--- config.mk ---
export PLATFORM = sky130hd
export DESIGN_NAME = wb_i2c_cmdq
export DESIGN_NICKNAME = d
export VERILOG_FILES = /design/src/rtl/wb_i2c_pkg.sv /design/src/rtl/wb_i2c_sfifo.sv /design/src/rtl/wb_i2c_cmdq.sv
export SDC_FILE = /design/constraint.sdc
export NUM_CORES = 1
export LEC_CHECK = 0
export BUFFER_PORTS_ARGS = -buffer_cell sky130_fd_sc_hd__buf_4
export CORE_MARGIN = 4
export CORE_UTILIZATION = 67
export CTS_BUF_LIST = sky130_fd_sc_hd__clkbuf_4 sky130_fd_sc_hd__clkbuf_8
export CTS_CLUSTER_SIZE = 12
export DETAILED_ROUTE_END_ITERATION = 7
export HOLD_SLACK_MARGIN = 0.05
export PLACE_DENSITY = 0.91
export SLEW_MARGIN = 20
export SYNTH_ARGS = -nofsm -noshare
export SYNTH_HDL_FRONTEND = slang
export SYNTH_HIERARCHICAL = 1
export SYNTH_SLANG_ARGS = --single-unit
export TNS_END_PERCENT = 20
--- constraint.sdc ---
create_clock -name i_clk -period 10.94 [get_ports i_clk]
set_input_delay 0.547 -clock i_clk [delete_from_list [all_inputs] [get_ports i_clk]]
set_output_delay 0.547 -clock i_clk [all_outputs]
set_load 0.005 [all_outputs]
--- src/rtl/wb_i2c_pkg.sv ---
// Package for the Wishbone I2C command queue.
// Holds the register map, command word bit positions, STATUS bit positions,
// control bit positions and a helper that extracts a command word from a
// Wishbone write.
package wb_i2c_pkg;

  localparam int unsigned CMD_W         = 12;
  localparam int unsigned RX_W          = 8;

  // Command word layout: {nack_last, read, stop, start, byte[7:0]}
  localparam int unsigned CMD_BYTE_LSB  = 0;
  localparam int unsigned CMD_START     = 8;
  localparam int unsigned CMD_STOP      = 9;
  localparam int unsigned CMD_READ      = 10;
  localparam int unsigned CMD_NACK_LAST = 11;

  // STATUS register layout
  localparam int unsigned ST_CMDQ_FILL_LSB = 0;
  localparam int unsigned ST_RXQ_FILL_LSB  = 8;
  localparam int unsigned ST_CMDQ_FULL     = 16;
  localparam int unsigned ST_RXQ_EMPTY     = 17;
  localparam int unsigned ST_RX_OVF        = 18;
  localparam int unsigned ST_NACK          = 19;

  // RXQ read word: byte in [7:0] plus a valid marker bit
  localparam int unsigned RXQ_VALID_BIT = 8;

  // CTRL register layout
  localparam int unsigned CTRL_FLUSH = 0;
  localparam int unsigned CTRL_CLEAR = 1;

  typedef enum logic [1:0] {
    REG_CMDQ   = 2'd0,
    REG_RXQ    = 2'd1,
    REG_STATUS = 2'd2,
    REG_CTRL   = 2'd3
  } wb_reg_e;

  function automatic logic [CMD_W-1:0] cmd_pack(input logic [31:0] w);
    logic [CMD_W-1:0] c;
    c                      = '0;
    c[CMD_BYTE_LSB +: 8]   = w[CMD_BYTE_LSB +: 8];
    c[CMD_START]           = w[CMD_START];
    c[CMD_STOP]            = w[CMD_STOP];
    c[CMD_READ]            = w[CMD_READ];
    c[CMD_NACK_LAST]       = w[CMD_NACK_LAST];
    return c;
  endfunction

endpackage

--- src/rtl/wb_i2c_sfifo.sv ---
// Synchronous FIFO with registered valid and a fill count.
// Ports:
//   i_clk, i_reset  clock, asynchronous active-high reset
//   i_flush         empty the FIFO (wins over push/pop)
//   i_push, i_data  write side; push while full is ignored
//   i_pop           read side; pop while empty is ignored
//   o_data          head entry, 0 when empty
//   o_valid         FIFO non-empty (registered)
//   o_fill          entry count, LGFIFO+1 bits
//   o_full          fill equals depth
module wb_i2c_sfifo #(
  parameter int unsigned WIDTH  = 8,
  parameter int unsigned LGFIFO = 4
) (
  input  logic              i_clk,
  input  logic              i_reset,
  input  logic              i_flush,
  input  logic              i_push,
  input  logic [WIDTH-1:0]  i_data,
  input  logic              i_pop,
  output logic [WIDTH-1:0]  o_data,
  output logic              o_valid,
  output logic [LGFIFO:0]   o_fill,
  output logic              o_full
);

  localparam int unsigned DEPTH = 1 << LGFIFO;

  logic [WIDTH-1:0]  r_mem [DEPTH];
  logic [LGFIFO-1:0] r_wr;
  logic [LGFIFO-1:0] r_rd;
  logic [LGFIFO:0]   r_fill;
  logic              r_valid;
  logic [LGFIFO:0]   w_fill_next;
  logic              w_full;
  logic              w_push;
  logic              w_pop;

  assign w_full = (r_fill == (LGFIFO+1)'(DEPTH));
  assign w_push = i_push & ~w_full & ~i_flush;
  assign w_pop  = i_pop & r_valid & ~i_flush;

  always_comb begin
    w_fill_next = r_fill;
    if (i_flush)
      w_fill_next = '0;
    else if (w_push && !w_pop)
      w_fill_next = r_fill + (LGFIFO+1)'(1);
    else if (w_pop && !w_push)
      w_fill_next = r_fill - (LGFIFO+1)'(1);
  end

  always_ff @(posedge i_clk or posedge i_reset) begin
    if (i_reset) begin
      r_wr    <= '0;
      r_rd    <= '0;
      r_fill  <= '0;
      r_valid <= 1'b0;
    end else begin
      r_fill  <= w_fill_next;
      r_valid <= (w_fill_next != '0);
      if (i_flush) begin
        r_wr <= '0;
        r_rd <= '0;
      end else begin
        if (w_push) r_wr <= r_wr + LGFIFO'(1);
        if (w_pop)  r_rd <= r_rd + LGFIFO'(1);
      end
    end
  end

  always_ff @(posedge i_clk) begin
    if (w_push) r_mem[r_wr] <= i_data;
  end

  // Gate the head so the output reads 0 while empty (memory is not reset).
  assign o_data  = r_valid ? r_mem[r_rd] : '0;
  assign o_valid = r_valid;
  assign o_fill  = r_fill;
  assign o_full  = w_full;

endmodule

--- src/rtl/wb_i2c_cmdq.sv ---
// Pipelined Wishbone slave: I2C command queue, receive queue, STATUS and CTRL.
// Ports:
//   i_clk, i_reset                 clock, asynchronous active-high reset
//   i_wb_cyc/stb/we/addr/data/sel  Wishbone request
//   o_wb_stall                     combinational, only for CMDQ write while full
//   o_wb_ack/o_wb_err/o_wb_data    registered response, 1 cycle after accept
//   o_cmd_valid/i_cmd_ready/o_cmd_data   command stream to the I2C bit engine
//   i_rsp_valid/i_rsp_data         received bytes (no backpressure)
//   i_nack                         slave NACK pulse
// Register map (word address): 0 CMDQ (W), 1 RXQ (R), 2 STATUS (R), 3 CTRL (W).
module wb_i2c_cmdq
  import wb_i2c_pkg::*;
#(
  parameter int unsigned DW     = 32,
  parameter int unsigned AW     = 26,
  parameter int unsigned LGFIFO = 4
) (
  input  logic              i_clk,
  input  logic              i_reset,
  input  logic              i_wb_cyc,
  input  logic              i_wb_stb,
  input  logic              i_wb_we,
  input  logic [AW-1:0]     i_wb_addr,
  input  logic [DW-1:0]     i_wb_data,
  input  logic [DW/8-1:0]   i_wb_sel,
  output logic              o_wb_stall,
  output logic              o_wb_ack,
  output logic              o_wb_err,
  output logic [DW-1:0]     o_wb_data,
  output logic              o_cmd_valid,
  input  logic              i_cmd_ready,
  output logic [CMD_W-1:0]  o_cmd_data,
  input  logic              i_rsp_valid,
  input  logic [RX_W-1:0]   i_rsp_data,
  input  logic              i_nack
);

  wb_reg_e          w_reg;
  logic             w_addr_ok;
  logic             w_stall;
  logic             w_acc;
  logic             w_ok;
  logic             w_cq_push;
  logic             w_rq_pop;
  logic             w_flush;
  logic             w_clear;
  logic [DW-1:0]    w_rdata;
  logic [DW-1:0]    w_status;

  logic             w_cq_valid;
  logic             w_cq_full;
  logic [LGFIFO:0]  w_cq_fill;
  logic [CMD_W-1:0] w_cq_data;
  logic             w_rq_valid;
  logic             w_rq_full;
  logic [LGFIFO:0]  w_rq_fill;
  logic [RX_W-1:0]  w_rq_data;

  logic             r_ack;
  logic             r_err;
  logic [DW-1:0]    r_data;
  logic             r_rx_ovf;
  logic             r_nack;

  logic             w_unused;
  assign w_unused = ^{i_wb_data[DW-1:CMD_W], i_wb_sel[DW/8-1:2]};

  assign w_addr_ok = (i_wb_addr[AW-1:2] == '0);
  assign w_reg     = wb_reg_e'(i_wb_addr[1:0]);
  assign w_stall   = i_wb_stb & i_wb_we & w_addr_ok & (w_reg == REG_CMDQ) & w_cq_full;
  assign w_acc     = i_wb_cyc & i_wb_stb & ~w_stall;

  always_comb begin
    w_status                                 = '0;
    w_status[ST_CMDQ_FILL_LSB +: LGFIFO+1]   = w_cq_fill;
    w_status[ST_RXQ_FILL_LSB +: LGFIFO+1]    = w_rq_fill;
    w_status[ST_CMDQ_FULL]                   = w_cq_full;
    w_status[ST_RXQ_EMPTY]                   = ~w_rq_valid;
    w_status[ST_RX_OVF]                      = r_rx_ovf;
    w_status[ST_NACK]                        = r_nack;
  end

  // Anything not matched below (bad upper address, wrong direction,
  // missing byte selects, empty RXQ) leaves w_ok low and answers with err.
  always_comb begin
    w_ok      = 1'b0;
    w_cq_push = 1'b0;
    w_rq_pop  = 1'b0;
    w_flush   = 1'b0;
    w_clear   = 1'b0;
    w_rdata   = '0;
    if (w_acc && w_addr_ok) begin
      case (w_reg)
        REG_CMDQ: begin
          if (i_wb_we && (i_wb_sel[1:0] == 2'b11)) begin
            w_ok      = 1'b1;
            w_cq_push = 1'b1;
          end
        end
        REG_RXQ: begin
          if (!i_wb_we && w_rq_valid) begin
            w_ok                   = 1'b1;
            w_rq_pop               = 1'b1;
            w_rdata[RX_W-1:0]      = w_rq_data;
            w_rdata[RXQ_VALID_BIT] = 1'b1;
          end
        end
        REG_STATUS: begin
          if (!i_wb_we) begin
            w_ok    = 1'b1;
            w_rdata = w_status;
          end
        end
        REG_CTRL: begin
          if (i_wb_we && i_wb_sel[0]) begin
            w_ok    = 1'b1;
            w_flush = i_wb_data[CTRL_FLUSH];
            w_clear = i_wb_data[CTRL_CLEAR];
          end
        end
        default: ;
      endcase
    end
  end

  always_ff @(posedge i_clk or posedge i_reset) begin
    if (i_reset) begin
      r_ack    <= 1'b0;
      r_err    <= 1'b0;
      r_data   <= '0;
      r_rx_ovf <= 1'b0;
      r_nack   <= 1'b0;
    end else begin
      // w_acc already requires i_wb_cyc, so a dropped cycle clears the response.
      r_ack  <= w_acc & w_ok;
      r_err  <= w_acc & ~w_ok;
      r_data <= w_rdata;
      // Setting events win over a simultaneous clear.
      if (i_nack)
        r_nack <= 1'b1;
      else if (w_clear)
        r_nack <= 1'b0;
      if (i_rsp_valid && w_rq_full && !w_flush)
        r_rx_ovf <= 1'b1;
      else if (w_clear)
        r_rx_ovf <= 1'b0;
    end
  end

  wb_i2c_sfifo #(
    .WIDTH  (CMD_W),
    .LGFIFO (LGFIFO)
  ) u_cmdq (
    .i_clk   (i_clk),
    .i_reset (i_reset),
    .i_flush (w_flush),
    .i_push  (w_cq_push),
    .i_data  (cmd_pack(i_wb_data)),
    .i_pop   (i_cmd_ready),
    .o_data  (w_cq_data),
    .o_valid (w_cq_valid),
    .o_fill  (w_cq_fill),
    .o_full  (w_cq_full)
  );

  wb_i2c_sfifo #(
    .WIDTH  (RX_W),
    .LGFIFO (LGFIFO)
  ) u_rxq (
    .i_clk   (i_clk),
    .i_reset (i_reset),
    .i_flush (w_flush),
    .i_push  (i_rsp_valid),
    .i_data  (i_rsp_data),
    .i_pop   (w_rq_pop),
    .o_data  (w_rq_data),
    .o_valid (w_rq_valid),
    .o_fill  (w_rq_fill),
    .o_full  (w_rq_full)
  );

  assign o_wb_stall  = w_stall;
  assign o_wb_ack    = r_ack;
  assign o_wb_err    = r_err;
  assign o_wb_data   = r_data;
  assign o_cmd_valid = w_cq_valid;
  assign o_cmd_data  = w_cq_data;

endmodule

==> impl_metrics.tcl <==
set metrics [dict create \
    swShare 0.2353 \
    wl_met3_um 1726 \
    antenna_found_initial 0 \
    netlist_top_cells_count "320 x edfxtp_1, 85 x mux4_2, 49 x dfrtp_1" \
    numCtsBuffers 55 \
    rrSetupSlack_ns 6.73 \
    p_int_mw 2.379 \
    synth_top_area_frac 0.6256 \
    gp_congestion 0.8469 \
    ys_types 60 \
    viasPerCell 6.353 \
    postCtsSetupBuffers 0 \
    synth_area_leaders "edfxtp_1 63%, mux4_2 12%, dfrtp_1 8.0%" \
    async_reset_ff_frac 0.1328 \
    slew_headroom 0.3367 \
    endpoint_kind "flip-flop" \
    hold_viol 0 \
    die_w_um 159.4 \
    power.density_mw_per_mm2 179.6 \
    grt_pass1_vias 8311 \
    r2r_cells 11 \
    cts_sinks 369 \
    grt_pass1_wl_um 47980 \
    yosysTopAreaCell "edfxtp_1" \
    holdPathEnd "r_nack$_DFFE_PP0P_" \
    die_area_mm2 0.02541 \
    wl_um 30870 \
    min_path_cells 2 \
    synth_most_common_cell "edfxtp_1" \
    finalSetupTns_ns 0 \
    cp_top_family "simple AND/OR/NAND/NOR gates" \
    rsz0062_at_grt "no" \
    synthCells 817 \
    hold_ws_ns 0.1547 \
    setup_viol 0 \
    cts_max_path_buffers 3 \
    ios 126 \
    n_antenna_cell 0 \
    synth-main-ff-cell "edfxtp_1" \
    rows 55 \
    htree_levels 2 \
    start_util 0.6805 \
    io_buffers 88 \
    startpoint_type "flip-flop" \
    hold_buffers 1 \
    fin_ws_ns 6.728 \
    fmax_mhz 237.4 \
    grt_max_degree 52 \
    cp.buffers_inverters 3 \
    drive_gt1_frac 0.3060 \
    pwr-share-clk 0.350 \
    status "finished clean" \
    p_sw_mw 0.7320 \
    dr.max_layer_used "met4" \
    min_from "i_nack" \
    final_cells 1262 \
    ctsRootBufferMaster "clkbuf_8" \
    ys_seq_area_frac 0.7054 \
    yosysWarnings 6 \
    p_comb_frac 0.112 \
    post_cts_resized 0 \
    crit-reg2reg-launch "u_cmdq/o_fill[0]$_DFF_PP0_" \
    cts_tree "yes" \
    drv_slew 0 \
    avgSynthCellArea_um2 18.80 \
    gr-usage-all-layers 0.2479 \
    worstSetupPathType "reg2reg" \
    insertion_delay_ns 0.57 \
    core_mm2 0.02257 \
    hold_path_class "in2reg" \
    first_iter_violations 795 \
    drc 0 \
    skew_ns 0.02237 \
    period_minus_slack_ns 4.212 \
    seq_power_share 0.538 \
    critPathArrivalTime_ns 4.39 \
    overflow 0 \
    fin_crit_sh 0.3851 \
    cp_max_fo 12 \
    slowest_stage "and3_1" \
    syn_area_mm2 0.01536 \
    dp_hpwl_um 19560 \
    worstPathCellList "inv_1, ha_1, nand4bb_4, inv_2, nand4_1, nand4_1, or2_1, nor2_1, inv_1, nor3_1, and3_1" \
    dp.cells 1158 \
    wl_per_cell_um 24.46 \
    wirelength_met1_um 10860 \
    vdd_ir_drop_max_uv 143.6 \
    drtPass1Iterations 5 \
    area_growth_syn_to_layout_pct 12.77 \
    vias 8018 \
    wl_met2_um 17410 \
    worstPathRequired_ns 11.11 \
    path_clk_slew_ns 0.06 \
    fin_nets 1029 \
    rr_endpoint "u_cmdq/r_mem[1][5]$_DFFE_PP_" \
    die_h_um 159.4 \
    max_stage_delay_ns 0.93 \
    dpl_worst_slack_ns 6.866 \
    synth_seq_cells 369 \
    drv_cap 0 \
    leakagePower_nw 5.972 \
    ant_nets 0 \
    synth_edf_count 320 \
    worstMarginPinSlew_ns 0.9950 \
]
## power groups by stage
stage,Clock (mW),Combinational [mW],Sequential (mW)
after floorplan,0,0.278,1.66
after global placement,0,0.298,1.72
after detailed placement,0,0.316,1.72
after CTS,1.11,0.319,1.70
after global routing,1.19,0.384,1.68
final,1.09,0.349,1.67
## sequential cells by signal, summed over array words and instances (netlist names)
| name | cells |
|---|---|
| u_cmdq/r_mem | 192 |
| u_rxq/r_mem | 128 |
| o_wb_data | 17 |
| u_cmdq/o_fill | 5 |
| u_rxq/o_fill | 5 |
| u_cmdq/r_rd | 4 |
| u_cmdq/r_wr | 4 |
| u_rxq/r_rd | 4 |
| u_rxq/r_wr | 4 |
| o_wb_ack | 1 |
| o_wb_err | 1 |
| r_nack | 1 |
| r_rx_ovf | 1 |
| u_cmdq/o_valid | 1 |
| u_rxq/o_valid | 1 |
## layout by cell type (no fill, tap or decap), types with 5 or more instances in the layout
cell / instances
conb_1: 15
dfrtp_1: 45
xor2_1: 8
nor4_2: 6
mux4_2: 85
and2_1: 36
nand3_1: 9
nand4_1: 13
clkinv_1: 17
nor2_1: 41
clkbuf_4: 16
nor2_2: 10
clkinv_2: 6
nor3_1: 9
edfxtp_1: 320
a21oi_1: 7
ha_1: 19
a22oi_1: 5
mux4_1: 15
clkbuf_8: 59
and3_1: 11
nand2_1: 34
buf_4: 98
inv_1: 18
xnor2_1: 5
## worst max-delay path by stage
stage / slack (ns) / from / cells after the start / endpoint
detailed placement: 6.87 / u_cmdq/o_fill[0]$_DFF_PP0_ / 13 / u_cmdq/r_mem[8][8]$_DFFE_PP_
CTS: 6.84 / u_cmdq/o_fill[0]$_DFF_PP0_ / 13 / u_cmdq/r_mem[8][9]$_DFFE_PP_
global placement: 6.98 / u_cmdq/o_fill[0]$_DFF_PP0_ / 13 / u_cmdq/r_mem[9][8]$_DFFE_PP_
global route: 6.46 / u_cmdq/o_fill[0]$_DFF_PP0_ / 13 / u_cmdq/r_mem[8][9]$_DFFE_PP_
finish: 6.73 / u_cmdq/o_fill[0]$_DFF_PP0_ / 11 / u_cmdq/r_mem[1][5]$_DFFE_PP_
floorplan: 7.21 / u_cmdq/o_fill[0]$_DFF_PP0_ / 12 / u_cmdq/r_mem[10][0]$_DFFE_PP_
## layout make-up
type | count | area, um^2
Sequential cell | 369 | 10850
Inverter | 19 | 71.32
Fill cell | 1197 | 5249
Clock inverter | 27 | 170.2
Timing Repair Buffer | 100 | 773.2
Tap cell | 285 | 356.6
Clock buffer | 75 | 932.1
Multi-Input combinational cell | 387 | 4174
## cell families (layout without fill, tap and decap cells)
kind of cell	count (synthesis)	in the layout	synth area share
adders and majority gates	19	19	0.01548
other	1	15	0.0002441
muxes	101	101	0.1509
and+or+nand+nor	200	200	0.07372
DFF	369	369	0.7054
buffers and inverters	75	221	0.02729
AOI/OAI and AO/OA	37	37	0.01662
xor gates and xnor gates	15	15	0.01034
## metrics by stage
stage | power, mW | utilization | area [um^2]
after detailed placement | 2.040 | 0.7168 | 16180
after CTS | 3.126 | 0.7661 | 17290
after floorplan | 1.942 | - | 15410
after global placement | 2.015 | 0.7168 | 16180
after global routing | 3.253 | 0.7675 | 17320
final | 3.111 | 0.7675 | 17320
## metal layers
metal	GRT usage	vias to the layer above
met4	0.07732	0
met1	0.3060	4097
met2	0.4534	382
met5	0	-
met3	0.04142	68
li1	-	3471
Note: power is estimated with default switching activity, not from simulation.
